[src/rtl/pc_gen_pkg.sv]
// pc_gen_pkg: shared types and constants for the fetch-address generator.
//   pc_state_e       : fetch FSM states (boot, normal fetch, delay-slot group)
//   FLUSH_EXC/BPU    : flush_cause encodings
//   DEFAULT_RESET_PC : boot address used when no override is given
//   slot_bits()      : width of a slot index for a given fetch width
package pc_gen_pkg;

  typedef enum logic [1:0] {
    ST_BOOT,
    ST_FETCH,
    ST_DSLOT
  } pc_state_e;

  localparam logic FLUSH_EXC = 1'b0;
  localparam logic FLUSH_BPU = 1'b1;

  localparam logic [31:0] DEFAULT_RESET_PC = 32'hbfc0_0000;

  // A single-slot group still needs a 1-bit slot index port.
  function automatic int unsigned slot_bits(input int unsigned fw);
    return (fw <= 1) ? 1 : $clog2(fw);
  endfunction

endpackage

[src/rtl/pc_gen_if.sv]
// pc_gen_if: fetch request bus between pc_gen and the icache.
//   pc             : current fetch PC (may be unaligned within the group)
//   rreq_to_icache : fetch request
//   fetch_mask     : valid slots of the requested group
//   icache_ready   : icache accepts the request this cycle
// master = pc_gen side, slave = icache side.
interface pc_gen_if #(
  parameter int unsigned ADDR_W      = 32,
  parameter int unsigned FETCH_WIDTH = 4
);

  logic [ADDR_W-1:0]      pc;
  logic                   rreq_to_icache;
  logic [FETCH_WIDTH-1:0] fetch_mask;
  logic                   icache_ready;

  modport master (
    output pc,
    output rreq_to_icache,
    output fetch_mask,
    input  icache_ready
  );

  modport slave (
    input  pc,
    input  rreq_to_icache,
    input  fetch_mask,
    output icache_ready
  );

endinterface

[src/rtl/pc_perf_cnt.sv]
// pc_perf_cnt: generic wrapping event counter.
//   clk   : clock
//   clr   : synchronous clear (wins over en)
//   en    : count one event this cycle
//   count : current value, wraps modulo 2^CNT_W
module pc_perf_cnt #(
  parameter int unsigned CNT_W = 32
) (
  input  logic             clk,
  input  logic             clr,
  input  logic             en,
  output logic [CNT_W-1:0] count
);

  always_ff @(posedge clk) begin
    if (clr) begin
      count <= '0;
    end else if (en) begin
      count <= count + CNT_W'(1);
    end
  end

endmodule

[src/rtl/pc_gen.sv]
// pc_gen: fetch-address generator. Emits one aligned group of FETCH_WIDTH
// instructions per accepted request, follows predicted-taken branches
// (deferring the target by one group when the delay slot falls in the next
// group), resolves exception / misprediction flushes and counts branches.
//   clk, resetn            : clock, synchronous active-low reset
//   flush, flush_cause     : pipeline flush and its reason (exception / BPU)
//   epc                    : exception redirect target
//   branch_flag            : branch in EX resolved taken
//   npc_actual, ex_pc      : resolved target / PC of the branch in EX
//   pred_taken, pred_slot,
//   pred_target            : BPU prediction for the current group
//   ibuffer_full           : instruction buffer back-pressure
//   fetch_if (master)      : pc / rreq_to_icache / fetch_mask / icache_ready
//   branch_count, hit_count: performance counters
module pc_gen
  import pc_gen_pkg::*;
#(
  parameter int unsigned            ADDR_W      = 32,
  parameter int unsigned            FETCH_WIDTH = 4,
  parameter logic [ADDR_W-1:0]      RESET_PC    = ADDR_W'(DEFAULT_RESET_PC),
  parameter int unsigned            CNT_W       = 32
) (
  input  logic                           clk,
  input  logic                           resetn,
  input  logic                           flush,
  input  logic                           flush_cause,
  input  logic [ADDR_W-1:0]              epc,
  input  logic                           branch_flag,
  input  logic [ADDR_W-1:0]              npc_actual,
  input  logic [ADDR_W-1:0]              ex_pc,
  input  logic                           pred_taken,
  input  logic [slot_bits(FETCH_WIDTH)-1:0] pred_slot,
  input  logic [ADDR_W-1:0]              pred_target,
  input  logic                           ibuffer_full,
  pc_gen_if.master                       fetch_if,
  output logic [CNT_W-1:0]               branch_count,
  output logic [CNT_W-1:0]               hit_count
);

  localparam int unsigned       OFF       = $clog2(FETCH_WIDTH);
  localparam int unsigned       SW        = slot_bits(FETCH_WIDTH);
  localparam int unsigned       GB        = FETCH_WIDTH * 4;
  localparam logic [ADDR_W-1:0] GB_A      = ADDR_W'(GB);
  localparam logic [ADDR_W-1:0] BASE_MASK = ~(GB_A - ADDR_W'(1));

  pc_state_e         state_q, state_d;
  logic [ADDR_W-1:0] pc_q, pc_d;
  logic [ADDR_W-1:0] tgt_q, tgt_d;

  logic              rreq;
  logic              accept;
  logic [ADDR_W-1:0] base;
  logic [ADDR_W-1:0] next_grp;
  logic [SW-1:0]     start_slot;
  logic              pred_last;
  logic [FETCH_WIDTH-1:0] mask;

  // Slot of the first instruction to fetch within the group.
  generate
    if (OFF == 0) begin : g_single_slot
      assign start_slot = '0;
    end else begin : g_multi_slot
      assign start_slot = pc_q[OFF+1:2];
    end
  endgenerate

  assign base     = pc_q & BASE_MASK;
  assign next_grp = base + GB_A;

  // Predicted branch sits in the last slot: its delay slot lives in the next
  // group, so that group is fetched first and the target is deferred. With a
  // single-slot group every predicted branch lands here.
  assign pred_last = (32'(pred_slot) >= 32'(FETCH_WIDTH - 1));

  assign rreq   = resetn & (state_q != ST_BOOT) & ~flush & ~ibuffer_full;
  assign accept = rreq & fetch_if.icache_ready;

  // Valid-slot mask: from the (possibly unaligned) entry slot up to and
  // including the delay slot of a predicted-taken branch.
  always_comb begin
    mask = '0;
    if (resetn) begin
      case (state_q)
        ST_DSLOT: mask = FETCH_WIDTH'(1);
        ST_FETCH: begin
          for (int unsigned i = 0; i < FETCH_WIDTH; i++) begin
            mask[i] = (i >= 32'(start_slot)) &&
                      !(pred_taken && (i > 32'(pred_slot) + 32'd1));
          end
        end
        default: mask = '0;
      endcase
    end
  end

  // Next pc / state / deferred target. Flush has priority over everything
  // except reset (handled in the register process).
  always_comb begin
    state_d = state_q;
    pc_d    = pc_q;
    tgt_d   = tgt_q;
    if (flush) begin
      state_d = ST_FETCH;
      tgt_d   = '0;
      if (flush_cause == FLUSH_EXC) begin
        pc_d = epc;
      end else if (branch_flag) begin
        pc_d = npc_actual;
      end else begin
        pc_d = ex_pc + ADDR_W'(8);
      end
    end else begin
      if (state_q == ST_BOOT) begin
        state_d = ST_FETCH;
      end
      if (accept) begin
        if (state_q == ST_DSLOT) begin
          pc_d    = tgt_q;
          state_d = ST_FETCH;
        end else if (pred_taken && !pred_last) begin
          pc_d = pred_target;
        end else if (pred_taken) begin
          pc_d    = next_grp;
          tgt_d   = pred_target;
          state_d = ST_DSLOT;
        end else begin
          pc_d = next_grp;
        end
      end
    end
  end

  always_ff @(posedge clk) begin
    if (!resetn) begin
      state_q <= ST_BOOT;
      pc_q    <= RESET_PC;
      tgt_q   <= '0;
    end else begin
      state_q <= state_d;
      pc_q    <= pc_d;
      tgt_q   <= tgt_d;
    end
  end

  assign fetch_if.pc             = pc_q;
  assign fetch_if.rreq_to_icache = rreq;
  assign fetch_if.fetch_mask     = mask;

  logic cnt_clr;
  logic branch_en;
  logic hit_en;

  assign cnt_clr   = ~resetn;
  assign branch_en = resetn & branch_flag;
  assign hit_en    = branch_en & ~(flush & (flush_cause == FLUSH_BPU));

  pc_perf_cnt #(.CNT_W(CNT_W)) u_branch_cnt (
    .clk   (clk),
    .clr   (cnt_clr),
    .en    (branch_en),
    .count (branch_count)
  );

  pc_perf_cnt #(.CNT_W(CNT_W)) u_hit_cnt (
    .clk   (clk),
    .clr   (cnt_clr),
    .en    (hit_en),
    .count (hit_count)
  );

endmodule
[src/flat_wrapper.sv]
// flat-port wrapper written by rule: the top's interface ports become plain ports
module pc_gen_flat import pc_gen_pkg::*;
#(
  parameter int unsigned            ADDR_W      = 32,
  parameter int unsigned            FETCH_WIDTH = 4,
  parameter logic [ADDR_W-1:0]      RESET_PC    = ADDR_W'(DEFAULT_RESET_PC),
  parameter int unsigned            CNT_W       = 32
)
  (clk, resetn, flush, flush_cause, epc, branch_flag, npc_actual, ex_pc, pred_taken, pred_slot, pred_target, ibuffer_full, branch_count, hit_count, fetch_if_pc, fetch_if_rreq_to_icache, fetch_if_fetch_mask, fetch_if_icache_ready);
  pc_gen_if #(.ADDR_W(ADDR_W), .FETCH_WIDTH(FETCH_WIDTH)) fetch_if_i ();
  input  logic clk;
  input  logic resetn;
  input  logic flush;
  input  logic flush_cause;
  input  logic [ADDR_W-1:0] epc;
  input  logic branch_flag;
  input  logic [ADDR_W-1:0] npc_actual;
  input  logic [ADDR_W-1:0] ex_pc;
  input  logic pred_taken;
  input  logic [slot_bits(FETCH_WIDTH)-1:0] pred_slot;
  input  logic [ADDR_W-1:0] pred_target;
  input  logic ibuffer_full;
  output logic [CNT_W-1:0] branch_count;
  output logic [CNT_W-1:0] hit_count;
  output wire logic [$bits(fetch_if_i.pc)-1:0] fetch_if_pc;
  output wire logic [$bits(fetch_if_i.rreq_to_icache)-1:0] fetch_if_rreq_to_icache;
  output wire logic [$bits(fetch_if_i.fetch_mask)-1:0] fetch_if_fetch_mask;
  input wire logic [$bits(fetch_if_i.icache_ready)-1:0] fetch_if_icache_ready;
  assign fetch_if_pc = fetch_if_i.pc;
  assign fetch_if_rreq_to_icache = fetch_if_i.rreq_to_icache;
  assign fetch_if_fetch_mask = fetch_if_i.fetch_mask;
  assign fetch_if_i.icache_ready = fetch_if_icache_ready;
  pc_gen #(.ADDR_W(ADDR_W), .FETCH_WIDTH(FETCH_WIDTH), .RESET_PC(RESET_PC), .CNT_W(CNT_W)) u_core (.clk(clk), .resetn(resetn), .flush(flush), .flush_cause(flush_cause), .epc(epc), .branch_flag(branch_flag), .npc_actual(npc_actual), .ex_pc(ex_pc), .pred_taken(pred_taken), .pred_slot(pred_slot), .pred_target(pred_target), .ibuffer_full(ibuffer_full), .fetch_if(fetch_if_i), .branch_count(branch_count), .hit_count(hit_count));
endmodule
[config.mk]
export PLATFORM = sky130hd
export DESIGN_NAME = pc_gen_flat
export DESIGN_NICKNAME = d
export VERILOG_FILES = /design/src/rtl/pc_gen_pkg.sv /design/src/rtl/pc_gen_if.sv /design/src/rtl/pc_perf_cnt.sv /design/src/rtl/pc_gen.sv /design/src/flat_wrapper.sv
export SDC_FILE = /design/constraint.sdc
export NUM_CORES = 1
export LEC_CHECK = 0
export CAP_MARGIN = 5
export CORE_UTILIZATION = 52
export DETAILED_ROUTE_END_ITERATION = 10
export PLACE_DENSITY = 0.87
export RECOVER_POWER = 100
export SYNTH_ARGS = -nofsm -noshare
export SYNTH_HDL_FRONTEND = slang
export SYNTH_HIERARCHICAL = 1
export SYNTH_SLANG_ARGS = --single-unit
[constraint.sdc]
create_clock -name clk -period 6.2 [get_ports clk]
set_input_delay 1.55 -clock clk [delete_from_list [all_inputs] [get_ports clk]]
set_output_delay 1.55 -clock clk [all_outputs]
set_load 0.01 [all_outputs]
# ---- After elaboration in Yosys (flattened, before gate mapping)
# Index checks and enable logic that the tools add are counted.
dict set report word_totals {
  regBits 130
  in_bits 138
  output_inout_bits 101
}
dict set report op_classes {
  addsub 5
  n_lt_le_gt_ge 8
  n_eq_ne 2
  n_mux 14
  n_bitwise 13
  reduce_logical 18
}
# cell count
set op_table {}
lappend op_table {{$mux 32} 6}
lappend op_table {{$add 32x1->32 const B} 2}
lappend op_table {{$gt 1x32->1 const A} 2}
lappend op_table {{$gt 2x32->1 const A} 2}
lappend op_table {{$add 32x4->32 const B} 1}
lappend op_table {{$add 32x5->32 const B} 1}
lappend op_table {{$mux 2} 5}
lappend op_table {{$logic_and 1x1->1} 8}
lappend op_table {{$pmux 4 s2} 1}
lappend op_table {{$and 1x1->1} 7}
lappend op_table {{$not 1->1} 6}
lappend op_table {{$logic_not 1->1} 5}
lappend op_table {{$ge 1x2->1 const A} 2}
lappend op_table {{$mux 4} 1}
lappend op_table {{$reduce_and 4->1} 1}
lappend op_table {{$reduce_bool 2->1} 2}
lappend op_table {{$add 2x1->3 const B} 1}
lappend op_table {{$eq 2x1->1 const B} 1}
lappend op_table {{$eq 2x2->1 const B} 1}
lappend op_table {{$ge 2x2->1 const A} 1}
lappend op_table {{$ge 2x2->1 const B} 1}
lappend op_table {{$logic_not 2->1} 1}
lappend op_table {{$reduce_or 2->1} 1}
lappend op_table {{$mux 1} 1}

# ---- Depth between registers and ports, before layout
dict set report depth {
  word_depth 7
  depth_mapped 10
}

# ---- Hierarchy
# The synthesis kept the hierarchy.
# module instances cells_each area_each_um2 seq_area_each_um2
set modules_own_cells {}
lappend modules_own_cells {pc_gen 1 652 4830.9 1321.3}
lappend modules_own_cells {pc_perf_cnt 2 181 1564.0 640.6}

# ---- Least setup slack after synthesis
# OpenSTA, ideal clock, no wires.
dict set report synth_path {
  path_type {input port to output port}
  from {input port resetn}
  to {output port fetch_if_fetch_mask[0]}
  arrival_time_ps 2225
  required_time_ps 4650
  slack_ps 2425
  stages 4
  path_cell_list {buf_2 > clkbuf_1 > nand2_1 > nor2_1}
}
dict set report synth_between {
  elab_chain_len 1
}
# element line
set synth_rtl {}
lappend synth_rtl {{start, declared} flat_wrapper.sv:12} ;# input logic resetn;
lappend synth_rtl {{$mux 4} pc_gen.sv:82} ;# if (resetn) begin
lappend synth_rtl {{end, declared} flat_wrapper.sv:27} ;# output wire logic [$bits(fetch_if_i.fetch_mask)-1:0] fetch_if_fetch_mask;
# Every way passes these cells.

# ---- Worst setup path after layout
# Ends and elaborated chain as after synthesis.

==> impl_metrics.env <==
export IMPL_pin_count=239
export IMPL_p_leak_nw=4.12
export IMPL_worstPathArrival_ns=3.69
export IMPL_crit_top_cell="dlygate4sd3_1"
export IMPL_worst_slack_ns=0.960
export IMPL_finalSetupViolations=0
export IMPL_ys_async_sr_fraction_pct=0
export IMPL_nets=1366
export IMPL_cp_top_family="buffers and inverters"
export IMPL_hold_viol_final=0
export IMPL_post_synth_top_count_cell="nand2_1"
export IMPL_maxSlewHeadroom_pct=-40.5
export IMPL_die_w_um=126
export IMPL_violations="max-capacitance violations, max-slew violations"
export IMPL_vdd_ir_drop_max_mv=0.202
export IMPL_die_h_um=126
export IMPL_synth_seq_cells=130
export IMPL_cts_path_max_buffers=2
export IMPL_finalCritPeriodShare_pct=84.5
export IMPL_antenna_found_initial=0
export IMPL_avgRoutedWirePerCell_um=19.5
export IMPL_synth_edf_count=0
export IMPL_post_cts_buffers=0
export IMPL_dp_final_hpwl_um=19800
export IMPL_cp_max_fo=18
export IMPL_pre_cts_ws_ns=1.36
export IMPL_portBuffers=238
export IMPL_synth_top_area_cell="dfxtp_1"
export IMPL_gp_congestion=0.919
export IMPL_critPathLaunchType="input port"
export IMPL_clock_tree_root_cell="clkbuf_16"
export IMPL_drc_errors=0
export IMPL_worstSkewPairLatency_ns=0.42
export IMPL_hold_path_class="reg2reg"
export IMPL_crit_cells=5
export IMPL_start_util_pct=53.9
export IMPL_criticalPathCategory="in2out"
export IMPL_worstPathCellList="dlygate4sd3_1 > clkbuf_1 > nand2_1 > nor2_1 > dlygate4sd3_1"
export IMPL_synthCells=1014
export IMPL_synth_warnings=6
export IMPL_grt_max_degree=104
export IMPL_power_per_cell_area_nw_per_um2=217
export IMPL_reg2regPathDepth=8
export IMPL_syn2layout_area_growth_pct=38.3
export IMPL_ys_flop_type="dfxtp_1"
export IMPL_drt_antenna_violating_nets=0
export IMPL_cts_num_sinks=130
export IMPL_drive_above_1_share_pct=6.81
export IMPL_rows=44
export IMPL_slowest_delay_ns=0.74
export IMPL_diodes=0
export IMPL_drtIter0Drc=1115
export IMPL_drv_slew=143
export IMPL_first_global_vias=7944
export IMPL_grtUsageTotal_pct=34.4
export IMPL_worstPathRequired_ns=4.65
export IMPL_rsz0062_at_grt="false"
export IMPL_cts_made_buffers=17
export IMPL_path_buf_inv=3
export IMPL_synth_top_area_share_pct=32.7
export IMPL_fmax_mhz=191
export IMPL_path_clk_slew_ns=0.06
export IMPL_netlist_area_um2=7960
export IMPL_synthTopCellsByArea="dfxtp_1 33%, nand2_1 6.2%, a21oi_1 5.6%, xor2_1 4.5%, nor2_1 4.5%"
export IMPL_cp_slowest_cell="clkbuf_1"
export IMPL_wirelength_um=27600
export IMPL_setup_tns_ns=0
export IMPL_whs_path_depth=2
export IMPL_cts_repair_resize_count=0
export IMPL_cap_violations=2
export IMPL_synth_area_per_cell_um2=7.85
export IMPL_synth_seq_area_share_pct=32.7
export IMPL_syn_nets=1160
export IMPL_drt_pre_antenna_iters=5
export IMPL_fillCellCount=1090
export IMPL_cts_tree="built"
export IMPL_die_area_um2=15800
export IMPL_fin_crit_ns=5.24
export IMPL_tightestPinTransition_ns=2.11
export IMPL_cp_end_kind="output port"
export IMPL_status="finished, violations left"
export IMPL_viasPerCell=6.25
export IMPL_overflow=0
export IMPL_core_um2=14800
export IMPL_synthTopCellsByCount="131 x nand2_1, 130 x dfxtp_1, 95 x nor2_1"
export IMPL_ys_types=73
export IMPL_skew_ns=0.00718
export IMPL_htreeDepth=4
export IMPL_grt_first_pass_wirelength_um=42700
export IMPL_vias=8851
export IMPL_postCtsHoldBufs=0
[logic make-up after synthesis]
group	count (synthesis)	synth area share, %
AND/OR/NAND/NOR	458	29.9
AO/OA/AOI/OAI	221	17.8
flip-flops	130	32.7
buffers and inverters	87	5.24
XOR/XNOR	75	8.25
multiplexers	35	4.76
adder cells (fa/ha/maj)	8	1.26
[cells in the final DEF, fill, tap and decap left out, drive strengths merged, types with 34 or more instances in the layout]
cell type      count
nand4             45
dfxtp            130
nand3             55
a21oi             89
nand2            132
dlygate4sd3      104
clkdlybuf4s50    134
nor2              96
xnor2             34
xor2              41
[metrics by stage]
stage / std cells / cell area (µm²) / hold slack [ns] / power, mW / utilization (%)
after floorplan: 1014 / 7960 / 0.432 / 1.04 / -
after global placement: 1385 / 10300 / 0.438 / 1.22 / 70.0
after detailed placement: 1385 / 10300 / 0.446 / 1.22 / 70.0
after CTS: 1417 / 11000 / 0.454 / 2.39 / 74.7
after global routing: 1417 / 11000 / 0.472 / 2.45 / 74.6
final: 1417 / 11000 / 0.455 / 2.39 / 74.6
[sequential cells by signal, indices dropped and copies added, names as in the netlist]
name / flops
u_core/state_q: 2
u_core/u_branch_cnt/count: 32
u_core/tgt_q: 32
u_core/u_hit_cnt/count: 32
u_core/fetch_if.pc: 32
[layer usage]
metal / global-route usage (%) / vias to the layer above / part of all wire (%)
li1: - / 4080 / -
met1: 42.3 / 4147 / 39
met2: 55.1 / 550 / 46
met3: 11.5 / 74 / 12
met4: 14.5 / 0 / 3.3
met5: 0 / - / 0
[power breakdown]
part,switching (mW),internal (mW)
combinational,0.156,0.165
clock,0.392,0.788
sequential,0.0319,0.854
total,0.579,1.81
[cell type report]
class / count / area (µm²) / share of cell area, %
clock buffers: 20 / 467 / 4.24
clock inverters: 12 / 226 / 2.06
inverters: 24 / 90.1 / 0.818
multi-input cells: 797 / 4940 / 44.9
flip-flops and latches: 130 / 2600 / 23.6
well taps: 184 / 230 / 2.09
repair buffers: 250 / 2450 / 22.3
[final timing paths]
| path | start | end | slack [ns] |
|---|---|---|---|
| min reg2reg | u_core/tgt_q[23] | u_core/tgt_q[23] | 0.45 |
| max | resetn | fetch_if_fetch_mask[0] | 0.96 |
| min | u_core/tgt_q[23] | u_core/tgt_q[23] | 0.45 |
| max reg2reg | u_core/state_q[1] | u_core/fetch_if.pc[21] | 2.79 |
[worst min-delay path, cell delays in order (launching register included)]
cell and delay, ns:
dfxtp_1 0.31, nand2_1 0.05, a21oi_1 0.05
(Power assumes the default switching activity.)
